`src/rtl/soul_hit_if.sv`:
```
// soul_hit_if: bullet/soul inputs and hit status outputs
// shared between the game logic (master) and soul_hit_detector (slave).
interface soul_hit_if;
  logic        frame_tick;
  logic        isRun;
  logic [15:0] soul_pos;
  logic [15:0] soul_size;
  logic        soul_moving;
  logic [15:0] position1;
  logic [15:0] position2;
  logic [15:0] size1;
  logic [15:0] size2;
  logic [2:0]  color1;
  logic [2:0]  color2;
  logic        isRender1;
  logic        isRender2;
  logic        isCollide;
  logic [7:0]  hp;
  logic        is_dead;
  logic        hit_flash;

  modport master (
    output frame_tick, isRun,
    output soul_pos, soul_size, soul_moving,
    output position1, position2,
    output size1, size2,
    output color1, color2,
    output isRender1, isRender2,
    input  isCollide, hp, is_dead, hit_flash
  );

  modport slave (
    input  frame_tick, isRun,
    input  soul_pos, soul_size, soul_moving,
    input  position1, position2,
    input  size1, size2,
    input  color1, color2,
    input  isRender1, isRender2,
    output isCollide, hp, is_dead, hit_flash
  );
endinterface

```
`src/rtl/soul_hit_detector.sv`:
```
// soul_hit_detector: soul/bullet overlap, HP and i-frame FSM.
// Optional blink output enabled by SOUL_HIT_FLASH_EN.
module soul_hit_detector #(
  parameter int HP_MAX       = 20,
  parameter int DMG          = 4,
  parameter int HEAL         = 1,
  parameter int IFRAME_TICKS = 30
) (
  input logic      clk,
  input logic      reset,
  soul_hit_if.slave bus
);

  typedef enum logic [1:0] {
    IDLE, ARMED, INVULN, DEAD
  } state_t;

  typedef enum logic [1:0] {
    FX_NONE, FX_DMG, FX_HEAL
  } fx_t;

  localparam logic [7:0] HP_MAX_B = 8'(HP_MAX);
  localparam logic [7:0] DMG_B    = 8'(DMG);
  localparam logic [7:0] HEAL_B   = 8'(HEAL);
  localparam logic [7:0] IFR_B    = 8'(IFRAME_TICKS);

  state_t     state, state_n;
  logic [7:0] cnt, cnt_n;
  logic [7:0] hp, hp_n;
  logic       col, col_n;

  logic       ov1, ov2;
  fx_t        fx1, fx2, fx;
  logic [8:0] heal_sum;
  logic [7:0] hp_heal, hp_dmg;

  // 9-bit edge sums so boxes near 255 cannot wrap
  function automatic logic overlap(
    input logic [15:0] sp,
    input logic [15:0] ss,
    input logic [15:0] bp,
    input logic [15:0] bs,
    input logic        rend
  );
    logic [8:0] sx, sy, bx, by;
    logic [8:0] sxe, sye, bxe, bye;
    logic       nz;
    sx  = {1'b0, sp[15:8]};
    sy  = {1'b0, sp[7:0]};
    bx  = {1'b0, bp[15:8]};
    by  = {1'b0, bp[7:0]};
    sxe = sx + {1'b0, ss[15:8]};
    sye = sy + {1'b0, ss[7:0]};
    bxe = bx + {1'b0, bs[15:8]};
    bye = by + {1'b0, bs[7:0]};
    nz  = (ss[15:8] != 8'd0) && (ss[7:0] != 8'd0) &&
          (bs[15:8] != 8'd0) && (bs[7:0] != 8'd0);
    return rend && nz &&
           (sx < bxe) && (bx < sxe) &&
           (sy < bye) && (by < sye);
  endfunction

  function automatic fx_t effect(
    input logic       hit,
    input logic [2:0] color,
    input logic       moving
  );
    fx_t f;
    f = FX_NONE;
    if (hit) begin
      case (color)
        3'b000:  f = FX_DMG;
        3'b001:  f = FX_HEAL;
        3'b010:  f = moving ? FX_DMG : FX_NONE;
        default: f = FX_NONE;
      endcase
    end
    return f;
  endfunction

  // per-slot effect, slot 1 has priority, saturating HP math
  always_comb begin
    ov1 = overlap(bus.soul_pos, bus.soul_size,
                  bus.position1, bus.size1, bus.isRender1);
    ov2 = overlap(bus.soul_pos, bus.soul_size,
                  bus.position2, bus.size2, bus.isRender2);
    fx1 = effect(ov1, bus.color1, bus.soul_moving);
    fx2 = effect(ov2, bus.color2, bus.soul_moving);
    fx  = (fx1 != FX_NONE) ? fx1 : fx2;
    heal_sum = {1'b0, hp} + {1'b0, HEAL_B};
    hp_heal  = (heal_sum > {1'b0, HP_MAX_B}) ?
               HP_MAX_B : heal_sum[7:0];
    hp_dmg   = (hp > DMG_B) ? (hp - DMG_B) : 8'd0;
  end

  // next state; IDLE with isRun high on a tick arms and
  // evaluates that same tick so a hit is not lost
  always_comb begin
    state_n = state;
    cnt_n   = cnt;
    hp_n    = hp;
    col_n   = 1'b0;
    if (bus.frame_tick) begin
      unique case (state)
        IDLE, ARMED: begin
          if (!bus.isRun) begin
            state_n = IDLE;
            cnt_n   = 8'd0;
          end else begin
            state_n = ARMED;
            unique case (fx)
              FX_DMG: begin
                hp_n  = hp_dmg;
                col_n = 1'b1;
                if (hp_dmg == 8'd0) begin
                  state_n = DEAD;
                  cnt_n   = 8'd0;
                end else begin
                  state_n = INVULN;
                  cnt_n   = IFR_B;
                end
              end
              FX_HEAL: begin
                hp_n  = hp_heal;
                col_n = 1'b1;
              end
              default: ;
            endcase
          end
        end
        INVULN: begin
          if (!bus.isRun) begin
            state_n = IDLE;
            cnt_n   = 8'd0;
          end else begin
            if (fx == FX_HEAL) begin
              hp_n  = hp_heal;
              col_n = 1'b1;
            end
            if (cnt <= 8'd1) begin
              state_n = ARMED;
              cnt_n   = 8'd0;
            end else begin
              cnt_n = cnt - 8'd1;
            end
          end
        end
        DEAD: ;
        default: state_n = IDLE;
      endcase
    end
  end

  // state, counter, HP and pulse registers
  always_ff @(posedge clk) begin
    if (reset) begin
      state <= IDLE;
      cnt   <= 8'd0;
      hp    <= HP_MAX_B;
      col   <= 1'b0;
    end else begin
      state <= state_n;
      cnt   <= cnt_n;
      hp    <= hp_n;
      col   <= col_n;
    end
  end

  assign bus.isCollide = col;
  assign bus.hp        = hp;
  assign bus.is_dead   = (state == DEAD);

`ifdef SOUL_HIT_FLASH_EN
  logic       flash;
  logic [1:0] fcnt;

  // blink starts lit on i-frame entry, flips every 4th tick
  always_ff @(posedge clk) begin
    if (reset) begin
      flash <= 1'b0;
      fcnt  <= 2'd0;
    end else if (state_n != INVULN) begin
      flash <= 1'b0;
      fcnt  <= 2'd0;
    end else if (state != INVULN) begin
      flash <= 1'b1;
      fcnt  <= 2'd0;
    end else if (bus.frame_tick) begin
      fcnt <= fcnt + 2'd1;
      if (fcnt == 2'd3) flash <= ~flash;
    end
  end

  assign bus.hit_flash = flash & (state == INVULN);
`else
  assign bus.hit_flash = 1'b0;
`endif

endmodule
```
`src/flat_wrapper.sv`:
```
// flat-port wrapper written by rule: the top's interface ports become plain ports
module soul_hit_detector_flat 
#(
  parameter int HP_MAX       = 20,
  parameter int DMG          = 4,
  parameter int HEAL         = 1,
  parameter int IFRAME_TICKS = 30
)
  (clk, reset, bus_frame_tick, bus_isRun, bus_soul_pos, bus_soul_size, bus_soul_moving, bus_position1, bus_position2, bus_size1, bus_size2, bus_color1, bus_color2, bus_isRender1, bus_isRender2, bus_isCollide, bus_hp, bus_is_dead, bus_hit_flash);
  soul_hit_if bus_i ();
  input logic clk;
  input logic reset;
  input wire logic [$bits(bus_i.frame_tick)-1:0] bus_frame_tick;
  input wire logic [$bits(bus_i.isRun)-1:0] bus_isRun;
  input wire logic [$bits(bus_i.soul_pos)-1:0] bus_soul_pos;
  input wire logic [$bits(bus_i.soul_size)-1:0] bus_soul_size;
  input wire logic [$bits(bus_i.soul_moving)-1:0] bus_soul_moving;
  input wire logic [$bits(bus_i.position1)-1:0] bus_position1;
  input wire logic [$bits(bus_i.position2)-1:0] bus_position2;
  input wire logic [$bits(bus_i.size1)-1:0] bus_size1;
  input wire logic [$bits(bus_i.size2)-1:0] bus_size2;
  input wire logic [$bits(bus_i.color1)-1:0] bus_color1;
  input wire logic [$bits(bus_i.color2)-1:0] bus_color2;
  input wire logic [$bits(bus_i.isRender1)-1:0] bus_isRender1;
  input wire logic [$bits(bus_i.isRender2)-1:0] bus_isRender2;
  output wire logic [$bits(bus_i.isCollide)-1:0] bus_isCollide;
  output wire logic [$bits(bus_i.hp)-1:0] bus_hp;
  output wire logic [$bits(bus_i.is_dead)-1:0] bus_is_dead;
  output wire logic [$bits(bus_i.hit_flash)-1:0] bus_hit_flash;
  assign bus_i.frame_tick = bus_frame_tick;
  assign bus_i.isRun = bus_isRun;
  assign bus_i.soul_pos = bus_soul_pos;
  assign bus_i.soul_size = bus_soul_size;
  assign bus_i.soul_moving = bus_soul_moving;
  assign bus_i.position1 = bus_position1;
  assign bus_i.position2 = bus_position2;
  assign bus_i.size1 = bus_size1;
  assign bus_i.size2 = bus_size2;
  assign bus_i.color1 = bus_color1;
  assign bus_i.color2 = bus_color2;
  assign bus_i.isRender1 = bus_isRender1;
  assign bus_i.isRender2 = bus_isRender2;
  assign bus_isCollide = bus_i.isCollide;
  assign bus_hp = bus_i.hp;
  assign bus_is_dead = bus_i.is_dead;
  assign bus_hit_flash = bus_i.hit_flash;
  soul_hit_detector #(.HP_MAX(HP_MAX), .DMG(DMG), .HEAL(HEAL), .IFRAME_TICKS(IFRAME_TICKS)) u_core (.clk(clk), .reset(reset), .bus(bus_i));
endmodule
```
`config.mk`:
```
export PLATFORM = sky130hd
export DESIGN_NAME = soul_hit_detector_flat
export DESIGN_NICKNAME = d
export VERILOG_FILES = /design/src/rtl/soul_hit_if.sv /design/src/rtl/soul_hit_detector.sv /design/src/flat_wrapper.sv
export SDC_FILE = /design/constraint.sdc
export NUM_CORES = 1
export LEC_CHECK = 0
export BUFFER_PORTS_ARGS = -buffer_cell sky130_fd_sc_hd__buf_2
export CELL_PAD_IN_SITES_DETAIL_PLACEMENT = 1
export CELL_PAD_IN_SITES_GLOBAL_PLACEMENT = 1
export CORE_AREA = 2 2 139 87
export CTS_CLUSTER_SIZE = 28
export DETAILED_ROUTE_END_ITERATION = 7
export DIE_AREA = 0 0 141 89
export PLACE_DENSITY_LB_ADDON = 0.1
export REMOVE_ABC_BUFFERS = 1
export SLEW_MARGIN = 20
export SYNTH_ARGS = -nofsm -noshare
export SYNTH_HDL_FRONTEND = slang
export SYNTH_SLANG_ARGS = --single-unit
```
`constraint.sdc`:
```
create_clock -name clk -period 8.4 [get_ports clk]
set_input_delay 0 -clock clk [delete_from_list [all_inputs] [get_ports clk]]
set_output_delay 0 -clock clk [all_outputs]
set_load 0.02 [all_outputs]
```
==> flow_summary.toml <==
[clock_tree]
cts_tree = "yes"
clk_pin_slew_ps = 60
clk_path_buf_depth = 2
post-cts-setup-buffers = 0
insertion_delay_ps = 250
hold_buffers = 0
cts_buffers = 3
clock_sinks = 19
cts_resized = 0
root_buffer = "clkbuf_16"
htree_levels = 1

[layout]
nets = 897
syn2layout_area_growth_pct = 18.24
antenna_cells = 0
utilization = 0.4679
layout_commonest_cell = "buf_2"
drive_gt1_frac = 0.1964
stdcell_area_um2 = 5216
final_cell_mix = "buf_2, ha_1, a21oi_1"

[hold_path]
hold_path_class = "in2reg"

[yosys]
synth_cell_types = 64
netlist_area_um2 = 4412
synthFlopType = "dfxtp_1"
ys_seq_area_frac = 0.08622
synth-warning-count = 0
synth_edf_count = 0
syn_inst = 553
yosys_register_bits = 19
synth-async-reset-ratio = 0
syn_avg_cell_area_um2 = 7.978

[sta]
finalMaxSlewViolations = 0
period_minus_slack_ps = 4681
hold_slack_ps = 54.04
setup_viol = 0
fin_crit_sh = 0.5573
final.setup.tns_ps = 0
max_freq_ghz = 0.2136
tightest_slew_ps = 697.4
rsz0062_at_grt = "no"
skew_ps = 1.783
slew_headroom = 0.5346
finalHoldViolations = 0

[power_and_ir_drop]
p_seq_frac = 0.180
p_clk_frac = 0.181
powerDensity_nw_per_um2 = 107.4
p_comb_frac = 0.639
total_power_uw = 560.3
leakagePower_nw = 2.528
switching_share = 0.4320
p_sw_uw = 242.1
vdd_ir_drop_max_mv = 0.1002
power.internal_uw = 318.2

[grt]
grt_pass1_vias = 4808
grt_max_degree = 17
track_usage = 0.2341
grt_pass1_wl_mm = 23.97
grt_overflow = 0
antenna_found_initial = 0

[placement]
gp_congestion = 0.8861
port_buffers = 118
dp_hpwl_mm = 12.94
post_dp_cell_area_um2 = 5136

[drt]
wl_per_cell_um = 18.01
drtIter0Drc = 181
drtAntennaViolNets = 0
routed_wl_mm = 14.60
dr.pass1.iters = 4
via_per_inst = 5.587
dr_total_vias = 4531
drc = 0

[run_status]
status = "complete, no violations"

[floorplanning]
dieWidth_um = 141
die_height_um = 89
pin_count = 120
core_area_um2 = 11150
initial_core_util = 0.3957
die_area_um2 = 12550
rows = 30

[worst_setup_path]
cp_max_fo = 9
required_ps = 8530
rrSetupSlack_ps = 5830
worstSetupPathType = "in2reg"
arrival_ps = 4810
start_kind = "input pin"
end_kind = "flip-flop"

[run]
cap_violations = 0
[path summary, 6_finish.rpt]
kind,start,endpoint,cells after the start
worst max-delay path,bus_size2[8],u_core.bus.hp[4],21
worst min-delay path,bus_frame_tick,u_core.state[1],2
worst min register to register,u_core.state[0],u_core.state[0],2
worst max register to register,u_core.bus.hp[2],u_core.bus.hp[7],8
[critical path, stage by stage]
cell and delay, ps:
buf_2 110, ha_1 240, fa_1 440, a211oi_1 330, o21bai_1 150, a21oi_1 200, xor2_1 110, ha_1 210
a2111o_1 390, a31oi_1 130, o21ai_0 110, o211ai_1 140, o211ai_1 140, and4bb_2 340, o32ai_1 90, ha_1 240
nor2b_1 150, o2111ai_1 580, nor2_1 270, a221oi_1 350, o21ai_1 100
[metal layers]
metal / vias up / track usage / share of wire
met4: 0 / 0.02909 / 0.0078
li1: 2312 / - / -
met5: - / 0 / 0
met2: 86 / 0.4084 / 0.44
met3: 10 / 0.01232 / 0.030
met1: 2123 / 0.3331 / 0.52
[registers in the layout (all words and copies together) (netlist names)]
name,flops
u_core.bus.hp,8
u_core.bus.isCollide,1
u_core.cnt,8
u_core.state,2
[synth_stat cells (3+ instances only)]
| master | instances | share of area |
|---|---|---|
| a2111oi_0 | 3 | 0.0060 |
| o21ai_0 | 35 | 0.040 |
| o21a_1 | 6 | 0.010 |
| o21bai_1 | 9 | 0.015 |
| o211ai_1 | 5 | 0.0085 |
| nand2_1 | 34 | 0.029 |
| nor4_1 | 15 | 0.021 |
| nor2b_1 | 9 | 0.013 |
| nor3_1 | 12 | 0.014 |
| nand4_1 | 6 | 0.0085 |
| a211oi_1 | 13 | 0.022 |
| dfxtp_1 | 19 | 0.086 |
| inv_1 | 35 | 0.030 |
| a21oi_1 | 53 | 0.060 |
| nand2b_1 | 15 | 0.021 |
| o2111ai_1 | 3 | 0.0060 |
| a21o_1 | 17 | 0.029 |
| fa_1 | 6 | 0.027 |
| nor2_1 | 31 | 0.026 |
| xnor2_1 | 23 | 0.046 |
| nand3_1 | 15 | 0.017 |
| a31oi_1 | 7 | 0.0099 |
| xor2_1 | 17 | 0.034 |
| ha_1 | 114 | 0.32 |
[layout make-up]
type	instances	area, um^2
Inverter	35	131.4
Timing Repair Buffer	118	590.6
Tap cell	144	180.2
Clock buffer	3	75.07
Sequential cell	19	380.4
Fill cell	1401	5932
Multi-Input combinational cell	491	3854
Clock inverter	1	5.005
[metrics by stage]
| stage | setup WS [ps] | instances |
|---|---|---|
| floorplan | 4469 | 545 |
| global placement | 3769 | 807 |
| detailed placement | 3559 | 807 |
| CTS | 3761 | 811 |
| global route | 3374 | 811 |
| finish | 3719 | 811 |
[power groups by stage]
stage	sequential [mW]	clock, mW	combinational [mW]
2_1_floorplan	0.102	0	0.240
6_report	0.101	0.101	0.358
3_3_place_gp	0.102	0	0.337
5_1_grt	0.101	0.107	0.409
3_5_place_dp	0.103	0	0.357
4_1_cts	0.101	0.102	0.359
[logic make-up (layout without fill, tap and decap cells)]
logic type               Yosys count  after routing  share of synthesized area
other                              1              1                  0.0008500
multiplexers                       2              2                   0.004538
flip-flops                        19             19                    0.08622
AND/OR/NAND/NOR                  152            152                     0.1767
AO/OA/AOI/OAI                    176            176                     0.2615
adder cells (fa/ha/maj)          120            120                     0.3505
buffers and inverters             43            157                    0.04027
XOR/XNOR                          40             40                    0.07941
(Power assumes the default switching activity.)
